==> src/rtl/ext_pipe_if.sv <==
// ext_pipe_if: request/response bundle for the immediate extender.
//   Request side : in_valid, in_ready, imm, EOp
//   Response side: out_valid, out_ready, ext, err, count
// master drives requests and out_ready; slave is the extender itself.
interface ext_pipe_if #(
  parameter int IMM_W  = 16,
  parameter int DATA_W = 32
);
  logic              in_valid;
  logic              in_ready;
  logic [IMM_W-1:0]  imm;
  logic [2:0]        EOp;
  logic              out_valid;
  logic              out_ready;
  logic [DATA_W-1:0] ext;
  logic              err;
  logic [1:0]        count;

  modport master (
    output in_valid, imm, EOp, out_ready,
    input  in_ready, out_valid, ext, err, count
  );

  modport slave (
    input  in_valid, imm, EOp, out_ready,
    output in_ready, out_valid, ext, err, count
  );
endinterface

==> src/rtl/ext_pipe.sv <==
// ext_pipe: registered immediate extender with a two-entry skid FIFO.
//   clk    : rising-edge clock
//   reset  : synchronous, active-high
//   bus    : ext_pipe_if.slave
//            in_valid/in_ready/imm/EOp   - request handshake
//            out_valid/out_ready/ext     - response handshake, ext = FIFO head
//            err                         - sticky, set when a reserved EOp is accepted
//            count                       - FIFO occupancy 0..2
// The extended value is computed on the input side and stored, so ext comes
// straight from a register (gated to 0 when empty) with one cycle of latency.
module ext_pipe #(
  parameter int IMM_W  = 16,
  parameter int DATA_W = 32,
  parameter int SHAMT  = 2
) (
  input  logic       clk,
  input  logic       reset,
  ext_pipe_if.slave  bus
);

  // Sign extension is built as zero extension plus a high-bit mask; when
  // IMM_W == DATA_W the mask collapses to zero, so no zero-width replication.
  function automatic logic signed [DATA_W-1:0] extend(
    input logic [IMM_W-1:0] imm_in,
    input logic [2:0]       eop
  );
    logic        [DATA_W-1:0] zx;
    logic        [DATA_W-1:0] hi_mask;
    logic signed [DATA_W-1:0] sx;
    zx      = DATA_W'(imm_in);
    hi_mask = ~((DATA_W'(1) << IMM_W) - DATA_W'(1));
    sx      = signed'(imm_in[IMM_W-1] ? (zx | hi_mask) : zx);
    case (eop)
      3'b000:  extend = sx;
      3'b001:  extend = signed'(zx);
      3'b010:  extend = signed'(zx << (DATA_W - IMM_W));
      3'b011:  extend = sx <<< SHAMT;
      3'b100:  extend = signed'(zx << SHAMT);
      default: extend = '0;
    endcase
  endfunction

  function automatic logic is_reserved(input logic [2:0] eop);
    is_reserved = (eop > 3'b100);
  endfunction

  logic signed [DATA_W-1:0] head_p0;
  logic signed [DATA_W-1:0] tail_p0;
  logic signed [DATA_W-1:0] res_p0;
  logic [1:0]               count_q;
  logic                     err_q;
  logic                     push;
  logic                     pop;

  assign bus.in_ready  = (count_q != 2'd2);
  assign bus.out_valid = (count_q != 2'd0);
  assign push          = bus.in_valid && bus.in_ready;
  assign pop           = bus.out_valid && bus.out_ready;
  assign res_p0        = extend(bus.imm, bus.EOp);

  // ---- stage boundary: request -> FIFO storage ----
  always_ff @(posedge clk) begin
    if (reset) begin
      count_q <= 2'd0;
      err_q   <= 1'b0;
    end else begin
      if (push && is_reserved(bus.EOp))
        err_q <= 1'b1;
      case (count_q)
        2'd0: if (push) count_q <= 2'd1;
        2'd1: begin
          if (push && !pop)      count_q <= 2'd2;
          else if (!push && pop) count_q <= 2'd0;
        end
        default: if (pop) count_q <= 2'd1;
      endcase
    end
  end

  // Data registers carry no reset; an empty FIFO is hidden by the count gate on ext.
  always_ff @(posedge clk) begin
    case (count_q)
      2'd0: if (push) head_p0 <= res_p0;
      2'd1: begin
        if (push && pop)  head_p0 <= res_p0;
        else if (push)    tail_p0 <= res_p0;
      end
      default: if (pop) head_p0 <= tail_p0;
    endcase
  end

  assign bus.ext   = (count_q != 2'd0) ? head_p0 : '0;
  assign bus.err   = err_q;
  assign bus.count = count_q;

endmodule

==> src/flat_wrapper.sv <==
// flat-port wrapper written by rule: the top's interface ports become plain ports
module ext_pipe_flat 
#(
  parameter int IMM_W  = 16,
  parameter int DATA_W = 32,
  parameter int SHAMT  = 2
)
  (clk, reset, bus_in_valid, bus_imm, bus_EOp, bus_out_ready, bus_in_ready, bus_out_valid, bus_ext, bus_err, bus_count);
  ext_pipe_if #(.IMM_W(IMM_W), .DATA_W(DATA_W)) bus_i ();
  input  logic clk;
  input  logic reset;
  input wire logic [$bits(bus_i.in_valid)-1:0] bus_in_valid;
  input wire logic [$bits(bus_i.imm)-1:0] bus_imm;
  input wire logic [$bits(bus_i.EOp)-1:0] bus_EOp;
  input wire logic [$bits(bus_i.out_ready)-1:0] bus_out_ready;
  output wire logic [$bits(bus_i.in_ready)-1:0] bus_in_ready;
  output wire logic [$bits(bus_i.out_valid)-1:0] bus_out_valid;
  output wire logic [$bits(bus_i.ext)-1:0] bus_ext;
  output wire logic [$bits(bus_i.err)-1:0] bus_err;
  output wire logic [$bits(bus_i.count)-1:0] bus_count;
  assign bus_i.in_valid = bus_in_valid;
  assign bus_i.imm = bus_imm;
  assign bus_i.EOp = bus_EOp;
  assign bus_i.out_ready = bus_out_ready;
  assign bus_in_ready = bus_i.in_ready;
  assign bus_out_valid = bus_i.out_valid;
  assign bus_ext = bus_i.ext;
  assign bus_err = bus_i.err;
  assign bus_count = bus_i.count;
  ext_pipe #(.IMM_W(IMM_W), .DATA_W(DATA_W), .SHAMT(SHAMT)) u_core (.clk(clk), .reset(reset), .bus(bus_i));
endmodule
==> config.mk <==
export PLATFORM = sky130hd
export DESIGN_NAME = ext_pipe_flat
export DESIGN_NICKNAME = d
export VERILOG_FILES = /design/src/rtl/ext_pipe_if.sv /design/src/rtl/ext_pipe.sv /design/src/flat_wrapper.sv
export SDC_FILE = /design/constraint.sdc
export NUM_CORES = 1
export LEC_CHECK = 0
export BUFFER_PORTS_ARGS = -buffer_cell sky130_fd_sc_hd__buf_2
export CAP_MARGIN = 20
export CORE_MARGIN = 5
export CORE_UTILIZATION = 58
export CTS_BUF_LIST = sky130_fd_sc_hd__clkbuf_8
export CTS_CLUSTER_DIAMETER = 30
export DETAILED_ROUTE_END_ITERATION = 12
export MAX_ROUTING_LAYER = met4
export PLACE_DENSITY = 0.91
export SLEW_MARGIN = 20
export SYNTH_ARGS = -nofsm -noshare
export SYNTH_HDL_FRONTEND = slang
export SYNTH_SLANG_ARGS = --single-unit
==> constraint.sdc <==
create_clock -name clk -period 4.22 [get_ports clk]
set_clock_uncertainty 0.2 [all_clocks]
set_input_delay 1.266 -clock clk [delete_from_list [all_inputs] [get_ports clk]]
set_output_delay 1.266 -clock clk [all_outputs]
set_load 0.005 [all_outputs]
; Yosys cells after proc, flatten, opt, wreduce, memory -nomap -nowiden
; Cells that the tools add are included.
[totals]
out_inout_bits = 37
elab_cells = 42
mem_count = 0
in_bits = 23
mem_bits_ro = 0
reg_bits = 67
ramBits = 0
latchBits = 0
[classes]
shifts = 0
muxes = 12
div_mod_pow = 0
multipliers = 0
reduce_logical = 15
add_sub_neg = 0
magnitude_cmp = 1
eq_ne = 9
n_bitwise = 1
[ops]
columns = op, n
row1 = $mux W32, 5
row2 = $pmux W32 S5, 1
row3 = $pmux W32 S2, 1
row4 = $reduce_and A3 Y1, 3
row5 = $mux W2, 4
row6 = $eq A3 B2 Y1 const B, 2
row7 = $logic_and A1 B1 Y1, 6
row8 = $ne A2 B1 Y1 const B, 2
row9 = $pmux W2 S2, 1
row10 = $eq A3 B1 Y1 const B, 1
row11 = $eq A3 B3 Y1 const B, 1
row12 = $gt A3 B3 Y1 const B, 1
row13 = $logic_not A3 Y1, 1
row14 = $ne A3 B1 Y1 const B, 1
row15 = $reduce_bool A3 Y1, 1
row16 = $eq A2 B1 Y1 const B, 1
row17 = $logic_not A1 Y1, 2
row18 = $logic_not A2 Y1, 1
row19 = $ne A2 B2 Y1 const B, 1
row20 = $reduce_bool A2 Y1, 1
row21 = $not A1 Y1, 1

; Logic depth before layout (Yosys ltp)
[logic_depth]
word_depth = 7
ltp_mapped = 6
depth_no_buf = 3

; Worst setup path before layout
; Ideal clock, no wire load.
[synth_timing]
kind = input -> register
start = input port bus_out_ready
end = register u_core.tail_p0[0] (enable)
path_buffers = 0
t_arrival_ns = 2.792
setup_time_ns = 0.421
slack_ns = 0.807
path_stages = 2
required_ns = 3.599
path_cell_list = nand3b_1 -> nor2_1
[synth_via]
elab_chain_len = 4
[synth_rtl]
columns = item, line_no
row1 = "start, declared", flat_wrapper.sv:15  ; input wire logic [$bits(bus_i.out_ready)-1:0] bus_out_ready;
row2 = $logic_and A1 B1 Y1, ext_pipe.sv:58  ; assign pop = bus.out_valid && bus.out_ready;
row3 = $logic_and A1 B1 Y1, ext_pipe.sv:85  ; if (push && pop) head_p0 <= res_p0;
row4 = $not A1 Y1 (no source line), --
row5 = $reduce_and A3 Y1 (no source line), --
row6 = "end signal, assigned", ext_pipe.sv:86  ; else if (push) tail_p0 <= res_p0;
row7 = "end, declared", ext_pipe.sv:48  ; logic signed [DATA_W-1:0] tail_p0;
; No other way between the ends.
; A chain may end at the register's enable or synchronous reset.

; Worst setup path in the final report
[layout_timing]
start = register u_core.count_q[0], in the netlist u_core.bus.count[0]
end = output port bus_ext[29]
[layout_via]
elab_chain_len = 2
[layout_rtl]
columns = item, line_no
row1 = "start, declared", ext_pipe.sv:50  ; logic [1:0] count_q;
row2 = "start signal, assigned", ext_pipe.sv:64  ; count_q <= 2'd0;
row3 = "start signal, assigned", ext_pipe.sv:70  ; 2'd0: if (push) count_q <= 2'd1;
row4 = "start signal, assigned", ext_pipe.sv:72  ; if (push && !pop) count_q <= 2'd2;
row5 = $reduce_bool A2 Y1, ext_pipe.sv:92  ; assign bus.ext = (count_q != 2'd0) ? head_p0 : '0;
row6 = $mux W32, ext_pipe.sv:92
row7 = "end, declared", flat_wrapper.sv:18  ; output wire logic [$bits(bus_i.ext)-1:0] bus_ext;
; No other way between the ends.

==> results.toml <==
[yosys]
synthSimpleGateAreaFrac_pct = 16.51
syn_nets = 262
synth.distinct_cells = 29
ys_seq_elements = 67
muxShareOfSynthArea_pct = 11.72
netlist_area_um2 = 3342
synth_cells = 239
synth_xor_area_share_pct = 0.2621
synth_edf_count = 64
yosysSeqAreaShare_pct = 59.30
synth_top_family_by_area = "simple AND/OR/NAND/NOR gates"
postSynthAreaPerCell_um2 = 13.98
synth_warnings = 0
async_flop_share_pct = 0
synth_compound_area_share_pct = 8.499
synthAdderAreaFrac_pct = 0
ys.flop_type = "edfxtp_1"

[power]
p_switching_uw = 333.4
total_power_mw = 1.394
intPower_mw = 1.060
switching_share_pct = 23.92
vdd_drop_max_v = 0.0002914
power.leakage_nw = 1.558
powerDensity_nw_per_um2 = 363.6
clkPwrFrac_pct = 30.5
seqPwrFrac_pct = 56.3
combPwrFrac_pct = 13.2

[critical_path]
cp_max_fo = 21
worst_path_max_delay_cell = "nor2_2"
crit_path_max_incr_delay_ps = 580
end_kind = "primary output"
cp.arrival_ps = 1860
crit_path_start_kind = "register"
path_class = "register to primary output"
worst_ep_required_time_ps = 2750
path_cells = "nor2_2, buf_4, nor2b_1, buf_2"

[place]
place_congestion = 0.8665
placed_cells = 356
dp_hpwl_um = 4493
portBuffers = 59

[global_routing]
first_global_vias = 2130
grt_use_total_pct = 19.73
grt_overflow_total = 0
use_met1_pct = 24.62
grt_max_degree = 40
grt.met3_usage_pct = 3.458
antenna_found_initial = 0
grt_pass1_wl_um = 10810
globalRoute.busiestLayer = "met2"
grt_util_met2_pct = 31.04

[die]
dieArea_um2 = 7380
die_w_um = 85.91
start_util_pct = 60.32
rows = 27
core_um2 = 5540
pin_count = 60
fp.dieH_um = 85.91

[sta]
whs_ps = 287.7
fin_crit_ps = 3329
worst_pin_slew_ps = 702.1
setup_viol = 0
post-route-period-util_pct = 78.88
rsz0062_at_grt = "no"
hold_viol_final = 0
fmax_ghz = 0.3004
maxSlewViolCount = 0
maxSlewHeadroom_pct = 53.14
fin_setup_tns_ps = 0

[clock_network]
htree_levels = 3
cts-root-buf = "clkbuf_8"
clk_latency_ps = 340
cts_tree = "yes"
path_clk_slew_ps = 70
cts_max_path_buffers = 2
cts-hold-fix-buffers = 0
post_cts_buffers = 0
numCtsBuffers = 9
cts_resized = 0
clkSinkCount = 67

[cells_and_area]
nets = 318
antenna_cells = 0
drive_gt1_share_pct = 38.00
most-common-layout-cells = "edfxtp_1, buf_2, mux2_2"
final_common_cell = "edfxtp_1"
regArea_um2 = 1982
fill_cells = 397
fin_cells = 372
syn2layout_area_growth_pct = 14.68
multiInputGateArea_um2 = 1241

[route]
drc = 0
wl_um = 6808
wl_per_cell_um = 18.30
drtAntennaViolNets = 0
drtPass1Iterations = 4
drt_iter0_drc = 142
viasPerCell = 5.801
vias = 2158

[hold_path]
hp-class = "register to register"

[flow_run]
maxCapViolations = 0

[outcome]
outcome = "complete, no violations"
[per-layer routing]
layer / up-vias / part of all wire [%]
met3: 11 / 5.8
met2: 83 / 50
met4: 0 / 1.9
met1: 1033 / 42
met5: - / 0
li1: 1031 / -
[flip-flops by register name (all words and copies together) (netlist names)]
register	flops
u_core.head_p0	32
u_core.tail_p0	32
u_core.bus.count	2
u_core.bus.err	1
[critical path: cells and delay by family (launching register included)]
kind | cells | cell delay [ps]
buffers and inverters | 2 | 490
DFF | 1 | 360
and+or+nand+nor | 2 | 660
[layout make-up]
| class | instances | area share (%) |
|---|---|---|
| sequential | 67 | 51.71 |
| inverter | 3 | 0.2938 |
| multi-input combinational | 147 | 32.39 |
| clock inverter | 7 | 0.7509 |
| clock buffer | 9 | 3.232 |
| timing repair buffer | 67 | 9.272 |
| tap | 72 | 2.351 |
[synth_stat cells, drive strengths merged (2+ instances only)]
| cell type | n | area [µm²] |
|---|---|---|
| edfxtp | 64 | 1922 |
| mux2 | 33 | 371.6 |
| nor2b | 32 | 200.2 |
| nor3b | 17 | 127.6 |
| a211o | 14 | 122.6 |
| nor4bb | 14 | 140.1 |
| o2bb2ai | 13 | 113.9 |
| buf | 11 | 68.81 |
| clkbuf | 11 | 43.79 |
| nand2b | 4 | 25.02 |
| nor2 | 4 | 15.01 |
| a21oi | 3 | 15.01 |
| dfxtp | 3 | 60.06 |
| inv | 3 | 11.26 |
| mux2i | 2 | 20.02 |
| nor3 | 2 | 10.01 |
[metrics by stage]
| stage | worst slack [ps] | utilization (%) | cell area, µm² |
|---|---|---|---|
| after global routing | 790.1 | 69.17 | 3832 |
| final | 891.1 | 69.17 | 3832 |
| after floorplan | 806.5 | - | 3342 |
| after global placement | 1099 | 66.42 | 3680 |
| after detailed placement | 981.3 | 66.42 | 3680 |
| after CTS | 876.2 | 69.17 | 3832 |
[cell families (layout without fill, tap and decap cells)]
group | Yosys count | in the layout
AOI/OAI and AO/OA | 34 | 34
and+or+nand+nor | 77 | 77
xor gates and xnor gates | 1 | 1
muxes | 35 | 35
DFF | 67 | 67
buffers and inverters | 25 | 86
[worst paths after layout]
path                                         start                          end  slack, ps  depth (start not counted)
setup / recovery  u_core.bus.count[0]$_SDFFE_PP0P_                  bus_ext[29]        890                          4
setup reg to reg  u_core.bus.count[0]$_SDFFE_PP0P_  u_core.head_p0[3]$_DFFE_PP_       2120                          3
hold reg to reg        u_core.bus.err$_SDFFE_PP0P_  u_core.bus.err$_SDFFE_PP0P_        290                          2
hold / removal         u_core.bus.err$_SDFFE_PP0P_  u_core.bus.err$_SDFFE_PP0P_        290                          2
[power by group through the flow]
stage | Clock, mW | Sequential (mW) | Combinational, mW
final | 0.425 | 0.785 | 0.184
after global routing | 0.462 | 0.787 | 0.201
after CTS | 0.433 | 0.785 | 0.184
after detailed placement | 0 | 0.799 | 0.183
after global placement | 0 | 0.798 | 0.176
after floorplan | 0 | 0.796 | 0.120
Power figures use the tool's default switching activity.
